File: src/rtl/uniq_pkg.sv
// Shared definitions for the uniq front-end scheduler.
//   DATA_W_DEF  default value width
//   NUM_LANES   number of output lanes
//   CNT_W_DEF   default duplicate counter width
//   lane_idx_t  lane index type
//   hist_ptr_w  history write-pointer width for a given depth
package uniq_pkg;

  localparam int unsigned DATA_W_DEF = 8;
  localparam int unsigned NUM_LANES  = 4;
  localparam int unsigned CNT_W_DEF  = 16;

  typedef logic [1:0] lane_idx_t;

  function automatic int unsigned hist_ptr_w(int unsigned depth);
    return (depth < 2) ? 1 : $clog2(depth);
  endfunction

endpackage

File: src/rtl/uniq_hist.sv
// History of recently seen unique values.
//   clk_i, rst_ni  clock, asynchronous active-low reset
//   data_i         value offered this cycle
//   accept_i       value is transferred at the coming edge
//   clear_i        invalidate all entries and restart the write pointer
//   hit_o          data_i matches a valid entry (forced low while clearing)
module uniq_hist
  import uniq_pkg::*;
#(
  parameter int unsigned DATA_W     = DATA_W_DEF,
  parameter int unsigned HIST_DEPTH = 8
) (
  input  logic              clk_i,
  input  logic              rst_ni,
  input  logic [DATA_W-1:0] data_i,
  input  logic              accept_i,
  input  logic              clear_i,
  output logic              hit_o
);

  localparam int unsigned PtrW = hist_ptr_w(HIST_DEPTH);

  logic [DATA_W-1:0]     entry_q [HIST_DEPTH];
  logic [HIST_DEPTH-1:0] valid_q, valid_d;
  logic [PtrW-1:0]       wr_ptr_q, wr_ptr_d;
  logic [PtrW-1:0]       wr_idx;
  logic [HIST_DEPTH-1:0] match;
  logic                  write;

  always_comb begin
    match = '0;
    for (int i = 0; i < HIST_DEPTH; i++) begin
      match[i] = valid_q[i] && (entry_q[i] == data_i);
    end
  end

  // A clear in the same cycle empties the history first, so nothing can hit.
  assign hit_o = (|match) && !clear_i;
  assign write = accept_i && !hit_o;

  always_comb begin
    valid_d  = valid_q;
    wr_ptr_d = wr_ptr_q;
    wr_idx   = wr_ptr_q;
    if (clear_i) begin
      valid_d  = '0;
      wr_ptr_d = '0;
      wr_idx   = '0;
    end
    if (write) begin
      valid_d[wr_idx] = 1'b1;
      wr_ptr_d        = wr_idx + 1'b1;
    end
  end

  always_ff @(posedge clk_i or negedge rst_ni) begin
    if (!rst_ni) begin
      valid_q  <= '0;
      wr_ptr_q <= '0;
      for (int i = 0; i < HIST_DEPTH; i++) entry_q[i] <= '0;
    end else begin
      valid_q  <= valid_d;
      wr_ptr_q <= wr_ptr_d;
      if (write) entry_q[wr_idx] <= data_i;
    end
  end

endmodule

File: src/rtl/uniq_dispatch.sv
// Front-end scheduler: drops values still in the recent-unique history and
// dispatches survivors round-robin over four lanes, skipping stalled lanes.
//   clk_in, rst_n_in                     clock, asynchronous active-low reset
//   data_in/_valid/_ready                input stream handshake
//   clear_in                             invalidate the whole history
//   data_out_k/_valid_k/_ready_k (k=1..4) lane outputs and consumer ready
//   dup_cnt                              saturating count of dropped duplicates
module uniq_dispatch
  import uniq_pkg::*;
#(
  parameter int unsigned DATA_W     = DATA_W_DEF,
  parameter int unsigned HIST_DEPTH = 8,
  parameter int unsigned CNT_W      = CNT_W_DEF
) (
  input  logic              clk_in,
  input  logic              rst_n_in,
  input  logic [DATA_W-1:0] data_in,
  input  logic              data_in_valid,
  output logic              data_in_ready,
  input  logic              clear_in,
  output logic [DATA_W-1:0] data_out_1,
  output logic [DATA_W-1:0] data_out_2,
  output logic [DATA_W-1:0] data_out_3,
  output logic [DATA_W-1:0] data_out_4,
  output logic              data_out_valid_1,
  output logic              data_out_valid_2,
  output logic              data_out_valid_3,
  output logic              data_out_valid_4,
  input  logic              data_out_ready_1,
  input  logic              data_out_ready_2,
  input  logic              data_out_ready_3,
  input  logic              data_out_ready_4,
  output logic [CNT_W-1:0]  dup_cnt
);

  logic                 pend_valid_q, pend_valid_d;
  logic [DATA_W-1:0]    pend_data_q, pend_data_d;
  logic [DATA_W-1:0]    lane_data_q [NUM_LANES];
  logic [DATA_W-1:0]    lane_data_d [NUM_LANES];
  logic [NUM_LANES-1:0] lane_valid_q, lane_valid_d;
  logic [NUM_LANES-1:0] lane_ready, lane_free;
  lane_idx_t            rr_q, rr_d;
  lane_idx_t            sel, cand;
  logic                 found;
  logic                 dispatch, accept, hit;
  logic [CNT_W-1:0]     cnt_q, cnt_d;

  assign lane_ready = {data_out_ready_4, data_out_ready_3, data_out_ready_2, data_out_ready_1};
  assign lane_free  = ~lane_valid_q | lane_ready;

  // First free lane at or after rr.
  always_comb begin
    sel   = rr_q;
    cand  = rr_q;
    found = 1'b0;
    for (int i = 0; i < NUM_LANES; i++) begin
      cand = rr_q + lane_idx_t'(i);
      if (!found && lane_free[cand]) begin
        found = 1'b1;
        sel   = cand;
      end
    end
  end

  assign dispatch      = pend_valid_q && found;
  assign data_in_ready = !pend_valid_q || dispatch;
  assign accept        = data_in_valid && data_in_ready;

  uniq_hist #(
    .DATA_W     (DATA_W),
    .HIST_DEPTH (HIST_DEPTH)
  ) u_hist (
    .clk_i    (clk_in),
    .rst_ni   (rst_n_in),
    .data_i   (data_in),
    .accept_i (accept),
    .clear_i  (clear_in),
    .hit_o    (hit)
  );

  always_comb begin
    pend_valid_d = pend_valid_q;
    pend_data_d  = pend_data_q;
    lane_valid_d = lane_valid_q;
    lane_data_d  = lane_data_q;
    rr_d         = rr_q;
    cnt_d        = cnt_q;

    for (int k = 0; k < NUM_LANES; k++) begin
      if (lane_ready[k]) lane_valid_d[k] = 1'b0;
    end
    if (dispatch) begin
      lane_valid_d[sel] = 1'b1;
      lane_data_d[sel]  = pend_data_q;
      rr_d              = sel + 1'b1;
      pend_valid_d      = 1'b0;
    end

    // A new unique value replaces whatever just left pending.
    if (accept && !hit) begin
      pend_valid_d = 1'b1;
      pend_data_d  = data_in;
    end
    if (accept && hit && (cnt_q != '1)) cnt_d = cnt_q + 1'b1;
  end

  always_ff @(posedge clk_in or negedge rst_n_in) begin
    if (!rst_n_in) begin
      pend_valid_q <= 1'b0;
      pend_data_q  <= '0;
      lane_valid_q <= '0;
      for (int k = 0; k < NUM_LANES; k++) lane_data_q[k] <= '0;
      rr_q         <= '0;
      cnt_q        <= '0;
    end else begin
      pend_valid_q <= pend_valid_d;
      pend_data_q  <= pend_data_d;
      lane_valid_q <= lane_valid_d;
      lane_data_q  <= lane_data_d;
      rr_q         <= rr_d;
      cnt_q        <= cnt_d;
    end
  end

  assign data_out_1       = lane_data_q[0];
  assign data_out_2       = lane_data_q[1];
  assign data_out_3       = lane_data_q[2];
  assign data_out_4       = lane_data_q[3];
  assign data_out_valid_1 = lane_valid_q[0];
  assign data_out_valid_2 = lane_valid_q[1];
  assign data_out_valid_3 = lane_valid_q[2];
  assign data_out_valid_4 = lane_valid_q[3];
  assign dup_cnt          = cnt_q;

endmodule

File: config.mk
export PLATFORM = sky130hd
export DESIGN_NAME = uniq_dispatch
export DESIGN_NICKNAME = d
export VERILOG_FILES = /design/src/rtl/uniq_pkg.sv /design/src/rtl/uniq_hist.sv /design/src/rtl/uniq_dispatch.sv
export SDC_FILE = /design/constraint.sdc
export NUM_CORES = 1
export LEC_CHECK = 0
export BUFFER_PORTS_ARGS = -buffer_cell sky130_fd_sc_hd__buf_2
export CAP_MARGIN = 15
export CORE_MARGIN = 8
export CORE_UTILIZATION = 30
export CTS_BUF_LIST = sky130_fd_sc_hd__clkbuf_4
export DETAILED_ROUTE_END_ITERATION = 16
export GPL_TIMING_DRIVEN = 0
export SLEW_MARGIN = 20
export SYNTH_ARGS = -nofsm -noshare
export SYNTH_HDL_FRONTEND = slang
export SYNTH_SLANG_ARGS = --single-unit
File: constraint.sdc
create_clock -name clk_in -period 3 [get_ports clk_in]
set_input_delay 0.45 -clock clk_in [delete_from_list [all_inputs] [get_ports clk_in]]
set_output_delay 0.45 -clock clk_in [all_outputs]
set_load 0.1 [all_outputs]
-- Word level (Yosys, flattened, before mapping)
Index checks and enable logic that the tools add are counted.
- flip-flop bits (word level): 138
- bits of input ports: 16
- output and inout port bits: 53
- add/sub/neg operators: 6
- $lt $le $gt $ge: 12
- eq/ne operators: 9
- multiplexer cells: 36
- bitwise logic cells: 6
- reduce and logical (&&, ||, !) cells: 30
- operators by type and width (operator ; number):
    64-bit bitwise mux ; 1
    8-bit == test ; 8
    32-bit bitwise mux ; 1
    8-bit 2-to-1 mux ; 4
    8-bit demux with 3-bit select ; 1
    1-bit logical AND ; 21
    16-bit by 1-bit adder with 16-bit output, second input constant ; 1
    8-bit demux with 2-bit select ; 1
    1-bit 2-to-1 mux ; 16
    16-bit inequality test, second input constant ; 1
    2-bit by 3-bit less-than comparator with 1-bit output, second input constant ; 5
    1-bit binary-select mux with 2-bit select ; 4
    4-bit bitwise OR ; 2
    8-bit bitwise OR ; 1
    8-bit OR reduction ; 1
    1-bit logical NOT ; 6
    2-bit 2-to-1 mux ; 3
    3-bit 2-to-1 mux ; 2
    2-bit by 1-bit adder with 2-bit output, second input constant ; 2
    2-bit adder, second input constant ; 2
    4-bit greater-or-equal comparator, second input constant ; 1
    3-bit by 4-bit less-than comparator with 1-bit output, second input constant ; 1
    4-bit by 1-bit less-than comparator with 1-bit output, second input constant ; 1
    4-bit 2-to-1 mux ; 1
    other kinds (12) ; 12

-- Logic depth before layout (Yosys ltp)
- depth after elaboration: 20
- mapped depth: 10
- depth with buffers taken out: 9

-- Cells and area by module
Synthesis repeated with hierarchy kept, for this count alone.
- cell total of the unflattened synthesis: 499
- area total of the unflattened synthesis: 6666.4 um2
- modules (own cells, without submodules) (module ; times used ; cells each ; area each (um2) ; seq. area each (um2)):
    uniq_hist ; 1 ; 297 ; 3873.7 ; 1876.8
    uniq_dispatch ; 1 ; 202 ; 2792.7 ; 1576.5

-- Worst setup path after synthesis
Ideal clock, no wire load.
- kind: flip-flop to flip-flop
- start point: reg lane_valid_q[2]
- end point: reg u_hist.entry_q[10] in the netlist's numbering
- arrival time: 3.823 ns
- required time: 2.875 ns
- path slack: -0.948 ns
- stages on the path, launching flop included: 8
- path buffers: 1
- cell sequence: dfrtp_1 -> nor2b_1 -> and2_1 -> nand4_1 -> and2_1 -> buf_1 -> nand4_2 -> mux2_2
- word-level cells in the longest chain between the ends: 18
- elaborated cells between the ends (all ways): 24
- classes of those cells: 12 x mux; 2 x bitwise; 10 x reduce/logical
- ends and longest elaborated chain (item ; RTL line ; RTL):
    from (decl) ; uniq_dispatch.sv:40 ; logic [NUM_LANES-1:0] lane_valid_q, lane_valid_d;
    from (signal assigned) ; uniq_dispatch.sv:118 ; lane_valid_q <= lane_valid_d;
    4-bit NOT * ; uniq_dispatch.sv:49 ; assign lane_free = ~lane_valid_q | lane_ready;
    4-bit bitwise OR * ; uniq_dispatch.sv:49 ;
    1-bit binary-select mux with 2-bit select ; uniq_dispatch.sv:58 ; if (!found && lane_free[cand]) begin
    1-bit 2-to-1 mux (implied by the code) ; uniq_dispatch.sv:58 ;
    1-bit 2-to-1 mux ; uniq_dispatch.sv:58 ;
    1-bit logical NOT ; uniq_dispatch.sv:58 ;
    1-bit logical AND ; uniq_dispatch.sv:58 ;
    1-bit 2-to-1 mux ; uniq_dispatch.sv:58 ;
    [3 not listed] ; n/a ;
    1-bit logical NOT ; uniq_dispatch.sv:58 ;
    1-bit logical AND ; uniq_dispatch.sv:58 ;
    1-bit 2-to-1 mux * ; uniq_dispatch.sv:58 ;
    1-bit logical AND * ; uniq_dispatch.sv:65 ; assign dispatch = pend_valid_q && found;
    1-bit logical OR * ; uniq_dispatch.sv:66 ; assign data_in_ready = !pend_valid_q || dispatch;
    via data_in_ready ; uniq_dispatch.sv:19 ; output logic data_in_ready,
    1-bit logical AND * ; uniq_dispatch.sv:67 ; assign accept = data_in_valid && data_in_ready;
    1-bit logical AND * ; uniq_hist.sv:39 ; assign write = accept_i && !hit_o;
    to (signal, indexed assignment) ; uniq_hist.sv:64 ; if (write) entry_q[wr_idx] <= data_i;
    to (decl) ; uniq_hist.sv:23 ; logic [DATA_W-1:0] entry_q [HIST_DEPTH];
Mark *: on every way through the listed nets, which the timed path passes. The rest lies on a longest branch. The select of a mux whose other input is x is not followed.
A chain may end at the register's enable or synchronous reset.

-- Worst setup path in the final report
- start point: reg u_hist.entry_q[52] in the netlist's numbering
- end point: reg pend_data_q[5]
- word-level cells in the longest chain between the ends: 6
- ends and longest elaborated chain (item ; RTL line ; RTL):
    8-bit == test ; uniq_hist.sv:33 ; match[i] = valid_q[i] && (entry_q[i] == data_i);
    1-bit logical AND ; uniq_hist.sv:33 ;
    8-bit OR reduction ; uniq_hist.sv:38 ; assign hit_o = (|match) && !clear_i;
    1-bit logical AND ; uniq_hist.sv:38 ;
    1-bit logical NOT ; uniq_dispatch.sv:100 ; if (accept && !hit) begin
    1-bit logical AND ; uniq_dispatch.sv:100 ;
    to (signal assigned) ; uniq_dispatch.sv:117 ; pend_data_q <= pend_data_d;
    to (decl) ; uniq_dispatch.sv:37 ; logic [DATA_W-1:0] pend_data_q, pend_data_d;
No other way between the ends.

==> metrics.md <==
| Metric | Value |
|---|---|
| Worst Path Arrival | 3.19 ns |
| Pre-Repair DR Iteration Count | 4 |
| Crit path max-delay family | simple AND/OR/NAND/NOR gates |
| Register Area | 0.00347 sq mm |
| Syn avg cell area | 13.1 sq um |
| Max-cap violation count | 0 |
| Type of destination of the critical path | register |
| WP buf/inv | 0 |
| Vias in the first global route | 4358 |
| Cell count after synthesis | 499 |
| Slew HR | 55.8% |
| Power Dens Cells | 921 mW/mm^2 |
| Critical path's slowest cell | nor4_1 |
| RSZ-0062 raised after global routing | no |
| Max incr delay on CP | 0.59 ns |
| Pin count of the biggest net entering global routing | 72 |
| Seq pwr share | 37.0% |
| Worst skew pair latency | 0.55 ns |
| Routed vias/inst | 4.65 |
| Hold-critical path depth | 3 |
| Highest net fanout along the worst path | 9 |
| WL met1 | 6330 um |
| Design area | 0.00769 sq mm |
| 1st-iter DRT viols | 221 |
| Status | complete, no violations |
| EDFF count, synth | 0 |
| Global route overflow | 0 |
| Avg WL per Cell | 16.3 um |
| Met2 routed WL | 6810 um |
| Die area | 0.0268 sq mm |
| DIE WIDTH | 164 um |
| CP Class | register to register |
| GPL Wtd Cong | 0.765 |
| Row cnt | 54 |
| Final WL | 14200 um |
| Final layout net count | 601 |
| Io pins | 69 |
| Max layer used | met4 |
| Fill count | 2132 |
| CTS resizes | 0 |
| Min-delay worst type | input pin to register |
| I/O Buffers | 59 |
| Main flop type after synthesis | dfrtp_1 |
| Max Clk Rate | 364 MHz |
| Worst slew pin tran | 0.663 ns |
| Via Count | 4053 |
| Clk Tree Root Cell | clkbuf_4 |
| CTS tree | done |
| Fin crit period | 2.75 ns |
| TNS Setup | 0 ns |
| Fin. Hold Viols | 0 |
| GRT Util Overall | 11.2% |
| DRC | 0 |
| Worst-path clk slew | 0.13 ns |
| Top cell types by occurrence after synthesis | 138 x dfrtp_1, 100 x mux2_2, 58 x xor2_1 |
| FFs w/ async S/R, synth | 100% |
| First-pass GRT wire length | 23500 um |
| Max rail drop VDD | 0.000582 V |
| CP Launch Type | register |
| Pint | 3600 uW |
| CP required | 3.45 ns |
| Inserted Diodes | 0 |
| Yosys top cell by area | dfrtp_1 |
| CTS Buffer Depth | 2 |
| Met3 WL post-DR | 941 um |
| CTS Buf Count | 17 |
| Sink Count | 138 |
| Clock skew | 0.0201 ns |
| Clock power frac | 16.6% |
| Initial antenna violation count | 0 |
| H-tree lvl count | 4 |
| Area of the multi-input gates | 0.00298 sq mm |
| Initial Util | 30.2% |
| Yosys top cell area share | 52.8% |
| Post-DRT Antenna Nets | 0 |
| Worst R2R Path Depth | 7 |
| Die Y-Extent | 164 um |
| Syn Nets | 521 |
| Core box area | 0.0216 sq mm |
| DP Area | 0.00741 sq mm |
| Period utilization | 91.5% |
| Synth Register Bits | 138 |
| Synth Warn # | 0 |
| Leakage | 0.00360 uW |
| Sw frac | 49.2% |
| Critical Path Stages | 7 |
| Share of layout cells above drive strength 1 | 42.2% |
| Top cells by area, synth | dfrtp_1 53%, mux2_2 17%, xor2_1 7.8% |
| Worst-path cell chain | xor2_1 -> nor4_1 -> nand4_1 -> and4_4 -> a21oi_2 -> nor2_2 -> mux2_2 |
| Setup violations, final | 0 |
| Slew Viols, Final | 0 |
| Netlist cell types | 45 |
| Hpwl dp | 10300 um |
| Combinational share of power | 46.4% |
| Most common cell in the netlist | dfrtp_1 |
| Total net switching power | 3490 uW |
| Area grow syn2layout | 17.6% |
| Overall Power | 7080 uW |
| Post-synthesis sequential area ratio | 52.8% |
| Syn Std Cell Area | 0.00654 sq mm |
stage by stage:
stage               hold WS [ns]  instances  worst slack [ns]  util [%]
floorplan                  0.154        499            -0.242         -
global placement           0.475        838            -0.797      34.1
detailed placement         0.427        839             0.118      34.3
CTS                        0.117        872             0.335      35.6
global route               0.128        872             0.170      35.6
finish                     0.163        872             0.254      35.6
logic make-up (layout without fill, tap and decap cells):
family                   count (synthesis)  count (layout)  synth area share (%)
AND/OR/NAND/NOR                        104             104                  10.0
buffers and inverters                   37             130                  3.88
flip-flops                             138             138                  52.8
multiplexers                           109             109                  19.2
AO/OA/AOI/OAI                           27              27                  2.51
adder cells (fa/ha/maj)                  6               6                  1.15
XOR/XNOR                                78              78                  10.4
worst register-to-register path: cells and delay by family (launching register included):
| family | cells | cell delay (ns) |
|---|---|---|
| AOI/OAI and AO/OA | 1 | 0.47 |
| xor gates and xnor gates | 1 | 0.14 |
| DFF | 1 | 0.40 |
| muxes | 1 | 0.34 |
| and+or+nand+nor | 4 | 1.29 |
power groups by stage:
stage | sequential (uW) | clock [uW] | combinational [uW]
2_1_floorplan | 4400 | 0 | 955
3_3_place_gp | 2630 | 0 | 3260
3_5_place_dp | 2660 | 0 | 3310
4_1_cts | 2620 | 1220 | 3320
5_1_grt | 2680 | 1310 | 3450
6_report | 2620 | 1170 | 3290
registers in the layout (all words and copies together) (netlist names), 3 cells and up:
register         flops
u_hist.entry_q      64
u_hist.wr_ptr_q      3
data_out_3           8
pend_data_q          8
u_hist.valid_q       8
data_out_4           8
dup_cnt             16
lane_valid_q         4
data_out_1           8
data_out_2           8
layout make-up:
type,count,share of cell area (%)
Buffer,24,2.99
Clock buffer,18,1.76
Clock inverter,14,1.79
Inverter,13,0.635
Multi-Input combinational cell,324,38.7
Sequential cell,138,45.1
Tap cell,280,4.56
Timing Repair Buffer,61,4.46
metal layers:
metal,up-vias,track usage (%)
met2,90,17.6
met5,-,0
met1,2039,14.1
met3,11,3.88
li1,1913,-
met4,0,3.68
path summary, 6_finish.rpt:
check / start / endpoint / slack [ns]
worst max-delay path: u_hist.entry_q[52] / pend_data_q[5] / 0.25
worst max register to register: u_hist.entry_q[52] / pend_data_q[5] / 0.25
min in group asynchronous: rst_n_in / dup_cnt[5] / 0.40
worst min-delay path: data_in_valid / pend_valid_q / 0.16
worst min register to register: dup_cnt[6] / dup_cnt[6] / 0.50
max in group asynchronous: rst_n_in / u_hist.entry_q[44] / 1.85
placed cells by master, fill, tap and decap left out, types with 3 or more instances in the layout:
cell type	instances
inv_6	5
o21ai_0	11
nand3_1	4
nor4_1	8
dfrtp_1	134
nand3_2	5
nor2b_1	6
buf_6	10
nor2_1	7
nand4_1	19
nor3_1	9
mux2_4	15
o22ai_1	3
and3_1	5
clkinv_4	3
nand2b_1	4
xor2_1	58
a21oi_1	4
buf_8	4
buf_4	4
dfrtp_4	3
ha_1	6
clkinvlp_4	5
buf_2	60
xnor2_1	20
mux2_2	93
inv_1	13
nand4_4	3
nand2_1	14
clkbuf_4	19
clkbuf_1	3
repair_timing:
item,in CTS,in global routing
buffers inserted,0,0
hold buffers,1,0
hold endpoints to repair,67,0
No activity file was read; power rests on OpenSTA's default activity.
